==> src/rtl/float_divider_seq.sv <==
// Sequential IEEE-754 single-precision divider (restoring radix-2, one quotient bit per cycle).
// Denormal inputs are flushed to zero and no denormal results are produced.
// Optional build macro: FDIV_ROUND_EN selects round-to-nearest-even; the default build truncates.
// Both builds have the same latency.
module float_divider_seq #(
  parameter int XLEN = 32
) (
  input  logic            clk,
  input  logic            rst,
  input  logic            start,
  input  logic [XLEN-1:0] A,
  input  logic [XLEN-1:0] B,
  output logic            busy,
  output logic            done,
  output logic [XLEN-1:0] result,
  output logic            overflow,
  output logic            underflow,
  output logic            exception
);

  localparam int unsigned QW = 26;
  localparam int unsigned CW = 5;
  localparam logic [CW-1:0] LAST_ITER = CW'(QW - 1);
  localparam logic [31:0] QNAN = 32'h7FC0_0000;

  localparam logic [2:0] IDLE   = 3'd0;
  localparam logic [2:0] CHECK  = 3'd1;
  localparam logic [2:0] DIVIDE = 3'd2;
  localparam logic [2:0] NORM   = 3'd3;
  localparam logic [2:0] DONE   = 3'd4;

  logic [2:0]        state, next_state;
  logic [31:0]       a_q, b_q;
  logic [23:0]       nb;
  logic [24:0]       rem;
  logic [QW-1:0]     q;
  logic [CW-1:0]     cnt;
  logic signed [9:0] exp_q;
  logic [31:0]       res_q;
  logic              ovf_q, unf_q, exc_q;

  logic              sign_c;
  logic              special_c, spec_exc_c;
  logic [31:0]       spec_res_c;
  logic signed [9:0] exp_c;
  logic              ge_c;
  logic [23:0]       rem_sub_c;
  logic signed [9:0] e_n_c, e_r_c;
  logic [22:0]       frac_c, frac_r_c;
  logic              ovf_c, unf_c;
  logic [31:0]       norm_res_c;
`ifdef FDIV_ROUND_EN
  logic              guard_c, sticky_c, up_c;
  logic [24:0]       sum_c;
`endif

  // State register
  always_ff @(posedge clk) begin
    if (rst) state <= IDLE;
    else     state <= next_state;
  end

  // Next-state logic; a start coinciding with the done pulse is not accepted
  always_comb begin
    next_state = state;
    case (state)
      IDLE:    if (start && !done) next_state = CHECK;
      CHECK:   next_state = special_c ? DONE : DIVIDE;
      DIVIDE:  if (cnt == LAST_ITER) next_state = NORM;
      NORM:    next_state = DONE;
      DONE:    next_state = IDLE;
      default: next_state = IDLE;
    endcase
  end

  // Operand classification and biased exponent difference
  always_comb begin
    sign_c     = a_q[31] ^ b_q[31];
    special_c  = 1'b1;
    spec_exc_c = 1'b0;
    spec_res_c = '0;
    exp_c      = $signed({2'b00, a_q[30:23]}) - $signed({2'b00, b_q[30:23]}) + 10'sd127;
    if (a_q[30:23] == 8'hFF || b_q[30:23] == 8'hFF) begin
      spec_res_c = QNAN;
      spec_exc_c = 1'b1;
    end else if (b_q[30:23] == 8'h00 && a_q[30:23] == 8'h00) begin
      spec_res_c = QNAN;
      spec_exc_c = 1'b1;
    end else if (b_q[30:23] == 8'h00) begin
      spec_res_c = {sign_c, 8'hFF, 23'd0};
      spec_exc_c = 1'b1;
    end else if (a_q[30:23] == 8'h00) begin
      spec_res_c = {sign_c, 31'd0};
    end else begin
      special_c = 1'b0;
    end
  end

  // One restoring divide step; the remainder always stays below the divisor
  always_comb begin
    ge_c      = rem >= {1'b0, nb};
    rem_sub_c = ge_c ? 24'(rem - {1'b0, nb}) : rem[23:0];
  end

  // Normalisation, optional rounding and range check
  always_comb begin
    e_n_c  = q[25] ? exp_q : exp_q - 10'sd1;
    frac_c = q[25] ? q[24:2] : q[23:1];
`ifdef FDIV_ROUND_EN
    guard_c  = q[25] ? q[1] : q[0];
    sticky_c = (q[25] & q[0]) | (|rem);
    up_c     = guard_c & (sticky_c | frac_c[0]);
    sum_c    = {2'b01, frac_c} + 25'(up_c);
    // on carry-out the sum is exactly 2.0, so the low fraction bits are already zero
    frac_r_c = sum_c[22:0];
    e_r_c    = sum_c[24] ? e_n_c + 10'sd1 : e_n_c;
`else
    frac_r_c = frac_c;
    e_r_c    = e_n_c;
`endif
    ovf_c = e_r_c >= 10'sd255;
    unf_c = !ovf_c && (e_r_c <= 10'sd0);
    if (ovf_c)      norm_res_c = {sign_c, 8'hFF, 23'd0};
    else if (unf_c) norm_res_c = {sign_c, 31'd0};
    else            norm_res_c = {sign_c, e_r_c[7:0], frac_r_c};
  end

  // Datapath and registered outputs
  always_ff @(posedge clk) begin
    if (rst) begin
      busy      <= 1'b0;
      done      <= 1'b0;
      result    <= '0;
      overflow  <= 1'b0;
      underflow <= 1'b0;
      exception <= 1'b0;
      a_q       <= '0;
      b_q       <= '0;
      nb        <= '0;
      rem       <= '0;
      q         <= '0;
      cnt       <= '0;
      exp_q     <= '0;
      res_q     <= '0;
      ovf_q     <= 1'b0;
      unf_q     <= 1'b0;
      exc_q     <= 1'b0;
    end else begin
      busy <= (next_state != IDLE);
      done <= (state == DONE);
      case (state)
        IDLE: begin
          if (start && !done) begin
            a_q <= A[31:0];
            b_q <= B[31:0];
          end
        end
        CHECK: begin
          exp_q <= exp_c;
          rem   <= {2'b01, a_q[22:0]};
          nb    <= {1'b1, b_q[22:0]};
          q     <= '0;
          cnt   <= '0;
          res_q <= spec_res_c;
          ovf_q <= 1'b0;
          unf_q <= 1'b0;
          exc_q <= spec_exc_c;
        end
        DIVIDE: begin
          rem <= {rem_sub_c, 1'b0};
          q   <= {q[QW-2:0], ge_c};
          cnt <= cnt + CW'(1);
        end
        NORM: begin
          res_q <= norm_res_c;
          ovf_q <= ovf_c;
          unf_q <= unf_c;
          exc_q <= 1'b0;
        end
        DONE: begin
          result    <= XLEN'(res_q);
          overflow  <= ovf_q;
          underflow <= unf_q;
          exception <= exc_q;
        end
        default: ;
      endcase
    end
  end

endmodule

==> config.mk <==
export PLATFORM = sky130hd
export DESIGN_NAME = float_divider_seq
export DESIGN_NICKNAME = d
export VERILOG_FILES = /design/src/rtl/float_divider_seq.sv
export SDC_FILE = /design/constraint.sdc
export NUM_CORES = 1
export LEC_CHECK = 0
export ABC_AREA = 1
export CORE_AREA = 2 2 147 149
export CTS_CLUSTER_SIZE = 20
export DETAILED_ROUTE_END_ITERATION = 7
export DIE_AREA = 0 0 149 151
export HOLD_SLACK_MARGIN = 0.08
export MAX_ROUTING_LAYER = met4
export PLACE_DENSITY = 0.77
export SLEW_MARGIN = 20
export SYNTH_ARGS = -nofsm -noshare
export SYNTH_HDL_FRONTEND = slang
export SYNTH_SLANG_ARGS = --single-unit
==> constraint.sdc <==
create_clock -name clk -period 2.46 [get_ports clk]
set_input_delay 0.246 -clock clk [delete_from_list [all_inputs] [get_ports clk]]
set_output_delay 0.246 -clock clk [all_outputs]
set_load 0.03 [all_outputs]
## Word level (Yosys, flattened, before mapping)

Index checks and enable logic that the tools add are counted.

- Add/subtract/negate cells: 5
- Multipliers: 0
- Div/mod/pow operators: 0
- $lt $le $gt $ge: 3
- Eq/ne operators: 7
- Shifts and indexed selects: 0
- Muxes and demuxes: 27
- Bitwise gates (word level): 1
- Reductions and logical operators: 13

Operators with widths:

| cell | number |
|---|---|
| $mux 32 | 4 |
| $pmux 32 s2 | 1 |
| $mux 31 | 2 |
| $pmux 26 s2 | 1 |
| $pmux 25 s2 | 1 |
| $ge 25x24->1 | 1 |
| $mux 24 | 1 |
| $sub 24x24->24 | 1 |
| $mux 23 | 1 |
| $eq 8x8->1 const B | 2 |
| $logic_not 8->1 | 2 |
| $pmux 3 s4 | 1 |
| $add 9x8->10 const B | 1 |
| $ge 10x9->1 const B | 1 |
| $le 10x1->1 const B | 1 |
| $mux 10 | 1 |
| $pmux 5 s2 | 1 |
| $sub 10x2->10 const B | 1 |
| $mux 3 | 3 |
| $sub 8x8->9 | 1 |
| $mux 1 | 7 |
| $eq 3x2->1 const B | 2 |
| $pmux 1 s2 | 3 |
| $add 5x1->5 const B | 1 |
| other kinds (11) | 15 |

- Bits in registers: 229
- Latch bits: 0
- Memory bits (writable): 0
- ROM bits: 0
- Input port bits: 67
- Output and inout bits: 37
- Logic and storage cells: 74
- Memories: 0

## Depth between registers and ports, before layout

Gate-level depths: netlist (run 1).

- Depth in word-level cells: 8
- Mapped depth: 16
- Depth with buffers taken out: 15

## Worst setup path after synthesis (run 1)

No wires, ideal clock.

- Path type: reg-to-reg
- Start: register a_q[23]
- End: register exp_q[7]
- Library setup time: 0.120 ns
- Data arrival time: 1.945 ns
- Required time: 2.340 ns
- Setup slack: 0.395 ns
- Stages on the path, launching flop included: 12
- Path buffers: 0
- Clock period less this slack: 2.065 ns
- Path through: dfxtp_1 > inv_1 > ha_1 > inv_1 > fa_1 > xnor2_1 > and3_1 > nand2_1 > nor2_1 > nand3_1 > xnor2_1 > a21oi_1

- Word-level cells in the longest chain between the ends: 2

RTL lines:

| element | RTL line | source |
|---|---|---|
| start: declaration | 33 | `logic [31:0] a_q, b_q;` |
| start signal: assignment | 154 | `a_q <= A[31:0];` |
| $sub 8x8->9 | 82 | `exp_c = $signed({2'b00, a_q[30:23]}) - $signed({2'b00, b_q[30:23]}) + 10'sd127;` |
| $add 9x8->10 | 82 |  |
| end signal: assignment | 159 | `exp_q <= exp_c;` |
| end: declaration | 38 | `logic signed [9:0] exp_q;` |

No other way between the ends.
A chain may end at the register's enable or synchronous reset.

## Final worst setup path (run 1)

- Start: register nb[20]
- End: register rem[6]

- Word-level cells in the longest chain between the ends: 3

RTL lines:

| element | RTL line | source |
|---|---|---|
| start: declaration | 34 | `logic [23:0] nb;` |
| start signal: assignment | 161 | `nb <= {1'b1, b_q[22:0]};` |
| $ge 25x24->1 | 101 | `ge_c = rem >= {1'b0, nb};` |
| $mux 24 | 102 | `rem_sub_c = ge_c ? 24'(rem - {1'b0, nb}) : rem[23:0];` |
| $pmux 25 s2 | 151 | `case (state)` |
| end signal: assignment | 160 | `rem <= {2'b01, a_q[22:0]};` |
| end signal: assignment | 170 | `rem <= {rem_sub_c, 1'b0};` |
| end: declaration | 35 | `logic [24:0] rem;` |

No other way between the ends.

==> results.cfg, run 1 <==
[floorplanning]
dieArea_mm2 = 0.0225
start_util_pct = 54.7
core_area_mm2 = 0.0208
dieHeight_um = 151
io_pins = 104
die_x_um = 149
row_count = 53

[route]
routedWlPerCell_um = 14.5
viasPerCell = 5.40
drc = 0
wirelength_um = 29100
first_pass_iters = 5
ant_nets = 0
initialDrtViolationCount = 926
vias = 10800

[setup_path]
crit_slowest_cell = ha_1
critical_path_required_ps = 2900
arrival_ps = 2710
path_class = reg2reg
cp-start-kind = flop
crit_chain = inv_1 > ha_1 > nand2_1 > nor2_1 > inv_2 > nor3_2 > nand2_2 > nand3_2 > buf_12 > nand2_1 > o21ai_0 > nand2_1 > nand2_1 > inv_1
setup.worst_path.end_class = flop
max_stage_delay_ps = 380
path_max_fanout = 29
cp_common_cell = nand2_1

[grt]
overflow = 0
grt_first_pass_wirelength_um = 48900
first_global_vias = 9915
grt_usage_pct = 27.1
grt_max_degree = 74
antenna_found_initial = 0

[clock_network]
clock_path_buffers = 3
cts_tree = done
htree_levels = 1
hold_buffers = 0
clk_latency_ps = 540
post_cts_buffers = 0
cts-root-buf = clkbuf_16
numCtsBuffers = 25
clkTransAtPathRegs_ps = 60
cts_num_sinks = 229

[timing]
slew_violations = 0
tightestPinTransition_ps = 806
worst_slack_ps = 188
finalClockSkew_ps = 8.34
fmax_mhz = 440
relSlewSlack_pct = 46.2
layout_min_cycle_time_ps = 2270
hold_ws_ps = 292
finalSetupViolations = 0
hold_viol = 0
fin_crit_sh_pct = 92.4

[final_layout]
final_common_cell = nand2_1
layout_common_cells = nand2_1, dfxtp_1, nor2_1
fillers = 1952
final_nets = 1824
area_growth_pct = 18.2
antenna_cells = 0
layout-drive-gt1-share_pct = 6.35

[yosys]
synth_edf_count = 0
netlist_instances = 1648
ys_seq_area_share_pct = 40.3
syn-mean-instance-area_um2 = 6.91
syn_nets = 1753
yosysWarnings = 0
synthArstFlopShare_pct = 0
netlist_area_mm2 = 0.0114
synth_ff_type = dfxtp_1
ys_ff_latch = 229
yosys.cell_types.count = 45

[power]
p_sw_mw = 4.72
powerDensity_mw_per_mm2 = 930
internal_power_mw = 7.80
p_seq_share_pct = 33.8
max-vdd-ir-drop_mv = 0.581
p_leak_nw = 5.63
clockPowerShare_pct = 29.5
power_mw = 12.5
switching_share_pct = 37.7
combinationalPowerShare_pct = 36.6

[job]
maxCapViolCount = 0

[place]
gp_congestion = 0.961
dp_slack_ps = 215
io_buffer_count = 103
dp_hpwl_um = 20700

[hold_path]
min_path_type = in2reg

[status]
status = finished, final reports clean
-- final timing paths --
kind	startpoint	endpoint	slack [ps]	cells past startpoint
setup / recovery	nb[20]	rem[6]	190	14
hold / removal	B[11]	b_q[11]	290	3
setup reg to reg	nb[20]	rem[6]	190	14
hold reg to reg	res_q[12]	res_q[12]	460	2
-- per-stage QoR --
step / TNS [ps] / util [%] / cell area (um^2) / instances
floorplan: 0 / - / 11400 / 1648
global placement: 0 / 60.6 / 12600 / 1967
detailed placement: 0 / 60.6 / 12600 / 1967
CTS: 0 / 64.5 / 13400 / 2008
global route: -9.62 / 64.6 / 13500 / 2008
finish: 0 / 64.6 / 13500 / 2008
-- registers in the layout, indices dropped and copies added, names as in the netlist --
signal	flops
a_q	32
b_q	32
res_q	32
result	32
q	26
rem	25
nb	24
exp_q	10
cnt	5
state	3
busy	1
done	1
exc_q	1
exception	1
overflow	1
ovf_q	1
underflow	1
unf_q	1
-- cell usage after synthesis, types with 14 or more instances --
cell,instances,area (um^2)
a21oi_1,163,816
nand2_1,316,1190
dfxtp_1,229,4580
o21ai_0,203,1020
nand4_1,31,194
a31oi_1,21,131
inv_1,157,589
clkbuf_1,65,244
nand3_1,81,405
nor2_1,214,803
buf_2,14,70.1
ha_1,36,450
-- final cells by class --
cell class	count	area (um^2)	area share (%)
multi-input combinational	1163	5820	43.2
timing repair buffer	131	1270	9.46
inverter	169	636	4.72
clock inverter	6	98.8	0.734
tap	275	344	2.56
sequential	229	4580	34.1
clock buffer	35	703	5.22
-- what timing repair did --
action	CTS	global route
setup endpoints to repair	0	20
gates resized for setup	0	6
hold endpoints to repair	0	0
-- logic make-up (layout without fill, tap and decap cells) --
| family | after synthesis | count (layout) | synth area share (%) |
|---|---|---|---|
| AOI/OAI and AO/OA | 417 | 417 | 19.1 |
| xor gates and xnor gates | 20 | 20 | 1.54 |
| adders and majority gates | 38 | 38 | 4.31 |
| buffers and inverters | 256 | 341 | 8.99 |
| DFF | 229 | 229 | 40.3 |
| muxes | 1 | 1 | 0.0879 |
| and+or+nand+nor | 687 | 687 | 25.7 |
-- power groups by stage --
stage                     registers [mW]  logic (mW)  clock network [mW]
after floorplan                     4.32        3.33                   0
after global placement              4.30        4.45                   0
after detailed placement            4.31        4.46                   0
after CTS                           4.23        4.49                3.76
after global routing                4.27        5.16                3.90
final                               4.23        4.59                3.70
-- worst max-delay path: cells and delay by family, from the launching register on --
family | cells | cell delay [ps]
AO/OA/AOI/OAI | 1 | 100
AND/OR/NAND/NOR | 8 | 1000
flip-flops | 1 | 300
adder cells (fa/ha/maj) | 1 | 380
buffers and inverters | 4 | 390
-- layer usage --
layer  global-route usage, %  part of all wire (%)  vias up
met4                    6.62                   2.1        0
met3                    4.28                   6.6       50
met2                    40.9                    42      321
li1                        -                     -     5549
met5                       -                     0        -
met1                    38.1                    49     4929
No activity file was read; power rests on OpenSTA's default activity.
==> run 2: changes to the inputs <==
CORE_AREA = 2 2 163 165   (was 2 2 147 149)
DIE_AREA = 0 0 165 167   (was 0 0 149 151)
PLACE_DENSITY = 0.65   (was 0.77)
==> run 2 against run 1 <==
Design area increased by 0.99%. Register-to-register slack about the same. Sequential power about the same. Cell count is 3.4% higher. Sequential share of layout area fell by 0.34 points. Power increased by 1.2%. Clock skew rose by 3.5 ps. Combinational power hardly changed. Maximum frequency is 0.32% higher. Utilization shrank 12 points. Count of clock-buffer cells in the layout grew 5.
==> results.cfg, run 2 (synthesized netlist as in run 1, its figures left out) <==
[status]
status = finished, final reports clean

[clock_network]
htree_levels = 1
cts_resized = 0
cts_tree = done
clkTransAtPathRegs_ps = 60
cts_num_sinks = 229
hold_buffers = 0
clock_path_buffers = 3
numCtsBuffers = 26
post_cts_buffers = 0
clk_latency_ps = 530
cts-root-buf = clkbuf_16

[setup_path]
path_max_fanout = 4
startpoint = a_q[23]
arrival_ps = 2720
cp-start-kind = flop
critical_path_required_ps = 2910
crit_family = simple AND/OR/NAND/NOR gates
max_stage_delay_ps = 410
path_class = reg2reg
crit_cells = 12
rr_startpoint = a_q[23]
crit_slowest_cell = fa_1
crit_chain = inv_1 > ha_1 > inv_1 > fa_1 > xnor2_1 > and3_1 > nand2_1 > nor2_1 > nand3_1 > nand2_1 > nand3_1 > a21oi_1
r2r_setup_slack_ps = 200
rr_worst_depth = 12
crit_path_end = exp_q[9]
setup.worst_path.end_class = flop
r2r_end = exp_q[9]
critPathBufInv = 2

[power]
max-vdd-ir-drop_mv = 0.643
powerDensity_mw_per_mm2 = 932
p_leak_nw = 5.66

[route]
vias = 10600
wirelength_um = 29500
viasPerCell = 5.11
ant_nets = 0
drc = 0
initialDrtViolationCount = 619
first_pass_iters = 5
routedWlPerCell_um = 14.2

[final_layout]
final_nets = 1828
final_common_cell = nand2_1
area_growth_pct = 19.4
layout-drive-gt1-share_pct = 6.66
final_area_mm2 = 0.0136
layout_common_cells = nand2_1, dfxtp_1, nor2_1
fin_cells = 2076
antenna_cells = 0
final_util_pct = 52.8

[floorplanning]
io_pins = 104
dieHeight_um = 167
dieArea_mm2 = 0.0276
start_util_pct = 44.2
core_area_mm2 = 0.0258
die_x_um = 165
row_count = 59

[timing]
finalSetupViolations = 0
hold_ws_ps = 298
fmax_mhz = 442
slew_violations = 0
finalClockSkew_ps = 11.9
tightestPinTransition_ps = 770
hold_viol = 0
layout_min_cycle_time_ps = 2260
fin_crit_sh_pct = 92.1
relSlewSlack_pct = 48.6
fin_setup_tns_ps = 0

[place]
io_buffer_count = 103
dpl_cell_area_mm2 = 0.0127
gp_congestion = 0.950
place_inst = 2030
dp_hpwl_um = 20800

[hold_path]
min_path_type = in2reg
holdPathStages = 3

[grt]
grt_max_degree = 88
grt_first_pass_wirelength_um = 49400
antenna_found_initial = 1
top_usage_layer = met2
grtUsageMet1_pct = 32.7
grt_usage_pct = 22.2
grtUsageMet3_pct = 2.69
met2_usage_pct = 32.7
first_global_vias = 9839
overflow = 0

[job]
maxCapViolCount = 0
[run 2: metrics by stage]
stage	setup slack (ps)	total power, mW
final	195	12.7
after global routing	-0.244	13.5
after CTS	176	12.7
after detailed placement	189	8.81
after global placement	230	8.79
after floorplan	395	7.66
[run 2: worst min-delay path by stage]
stage / from / endpoint / slack [ps]
2_1_floorplan: B[31] / b_q[31] / 380
3_3_place_gp: nb[10] / nb[10] / 450
3_5_place_dp: res_q[6] / res_q[6] / 450
4_1_cts: B[6] / b_q[6] / 290
5_1_grt: B[6] / b_q[6] / 290
6_report: B[6] / b_q[6] / 300
[run 2: layer usage]
layer	wire length (um)	up-vias
li1	-	5560
met1	15400	4747
met2	12200	245
met3	1500	47
met4	496	0
met5	0	-
[run 2: area by class of cell]
class                           instances  area (um^2)
Clock buffer                           40          763
Clock inverter                          6         91.3
Fill cell                            2587        12200
Inverter                              169          636
Multi-Input combinational cell       1163         5800
Sequential cell                       229         4580
Tap cell                              335          419
Timing Repair Buffer                  134         1300
[run 2: power breakdown]
group,switching (mW),leakage [nW],internal (mW)
clock,1.51,0.420,2.33
combinational,3.03,3.37,1.56
sequential,0.189,1.87,4.05
[run 2: worst reg2reg max path, stage by stage, from the launching register on]
cell and delay (ps):
dfxtp_1 290, inv_1 110, ha_1 160, inv_1 60
fa_1 410, xnor2_1 260, and3_1 220, nand2_1 70
nor2_1 160, nand3_1 140, nand2_1 90, nand3_1 60
a21oi_1 140
==> run 3: changes to the inputs <==
clock period = 2.1 ns   (was 2.46 ns; I/O delays follow)
==> run 3 against run 2 <==
Hold slack got worse by 46 ps. Via count rose by 5.6%. Utilization rose by 7.4 points. Cell count rose by 5.0%. Maximum frequency rose by 9.3%. Count of clock-buffer cells in the layout fell by 5. Critical endpoint is now rem[19]. Largest power group unchanged. Highest routed layer unchanged.
==> results.cfg, run 3 (synthesized netlist as in run 1, its figures left out) <==
[status]
status = finished, final reports clean

[power]
powerDensity_mw_per_mm2 = 1150
switching_share_pct = 38.0
max-vdd-ir-drop_mv = 0.668
clockPowerShare_pct = 25.2
p_leak_nw = 6.35
p_sw_mw = 6.80
combinationalPowerShare_pct = 46.7
internal_power_mw = 11.1
p_seq_share_pct = 28.1

[clock_network]
cts_tree = done
cts_num_sinks = 229
clock_path_buffers = 3
clk_latency_ps = 540
cts-root-buf = clkbuf_16
hold_buffers = 0
numCtsBuffers = 25
clkTransAtPathRegs_ps = 60
htree_levels = 1

[setup_path]
startpoint = nb[6]
path_max_fanout = 7
cp-start-kind = flop
arrival_ps = 2550
critical_path_required_ps = 2570
rr_worst_depth = 13
path_class = reg2reg
rr_startpoint = nb[6]
setup.worst_path.end_class = flop

[route]
initialDrtViolationCount = 719
first_pass_iters = 8
routedWlPerCell_um = 15.0
viasPerCell = 5.14
vias = 11200
drc = 0
ant_nets = 0
wirelength_um = 32800

[floorplanning]
core_area_mm2 = 0.0258
start_util_pct = 44.2
die_x_um = 165
dieArea_mm2 = 0.0276
dieHeight_um = 167
io_pins = 104
row_count = 59

[grt]
overflow = 0
first_global_vias = 10100
grt_usage_pct = 23.3
grt_max_degree = 74
antenna_found_initial = 0
grt_first_pass_wirelength_um = 51300

[timing]
slew_violations = 0
rsz0062_at_grt = true
relSlewSlack_pct = 48.1
finalSetupViolations = 0
fmax_mhz = 482
finalClockSkew_ps = 9.28
layout_min_cycle_time_ps = 2070
hold_viol = 0
tightestPinTransition_ps = 778
hold_ws_ps = 252
fin_crit_sh_pct = 98.7

[final_layout]
antenna_cells = 0
fillers = 2374
final_nets = 1930
layout_common_cells = nand2_1, nor2_1, dfxtp_1
final_area_mm2 = 0.0155
area_growth_pct = 36.1
final_common_cell = nand2_1
layout-drive-gt1-share_pct = 22.6

[place]
dpl_cell_area_mm2 = 0.0133
io_buffer_count = 103
dp_hpwl_um = 22300
gp_congestion = 0.930

[hold_path]
hp-start = B[14]
holdPathStages = 3
min_path_type = in2reg

[job]
maxCapViolCount = 0
run 3: cell count changes in the layout (fill, tap and decap cells not counted), moves of 27 or more:
cell,before,now
dfxtp_1,229,202
inv_2,12,39
buf_4,27,114
ha_4,0,29
inv_1,155,126
ha_1,36,7
nand2_2,9,39
nand2_1,315,268
run 3: worst max-delay path, stage by stage, from the launching register on:
cell     delay [ps]
dfxtp_1         320
inv_2            50
ha_4            300
nand2_4          70
nor2_4          160
nand3_2         110
nor2_2          110
nand4_2         150
nand3_4         210
buf_6           160
nand2_8          80
nand2_4         100
nand2_2          50
a21oi_2         140
run 3: metal layers:
metal / up-vias / global-route usage, % / share of wire [%]
met3: 46 / 2.69 / 5.2
met2: 301 / 34.7 / 43
met5: - / - / 0
met1: 5072 / 34.1 / 50
li1: 5772 / - / -
met4: 0 / 4.61 / 1.7
run 3: what timing repair did:
item                                    CTS  global route
resized for setup                        20           238
cloned                                    0             6
setup buffers                             4            19
hold endpoints to repair                  0             0
pin swaps                                 3            85
endpoints found under the setup margin   20            62
run 3: power by group through the flow:
stage / sequential, mW / clock (mW) / combinational (mW)
floorplan: 5.06 / 0 / 3.91
global placement: 5.04 / 0 / 6.22
detailed placement: 5.04 / 0 / 6.24
CTS: 4.96 / 4.60 / 6.47
global route: 5.07 / 4.78 / 9.08
finish: 5.03 / 4.51 / 8.36
run 3: worst paths after layout:
path,endpoint,slack (ps)
min reg2reg,res_q[9],460
max reg2reg,rem[19],30
max,rem[19],30
min,b_q[14],250
run 3: cell type report:
class | count | area [um^2] | area share (%)
timing repair buffer | 237 | 2220 | 14.3
clock buffer | 35 | 723 | 4.67
sequential | 229 | 4620 | 29.8
inverter | 169 | 641 | 4.13
clock inverter | 11 | 130 | 0.840
multi-input combinational | 1163 | 6740 | 43.5
tap | 335 | 419 | 2.70
run 3: through the flow:
stage	worst slack [ps]	instances	utilization (%)	total power [mW]	setup TNS [ps]
finish	27.2	2179	60.1	17.9	0
global placement	-200	2106	51.7	11.3	-800
global route	-79.2	2179	60.1	18.9	-1000
floorplan	34.9	1648	-	8.97	0
detailed placement	-229	2106	51.7	11.3	-1200
CTS	1.32	2156	55.7	16.0	0
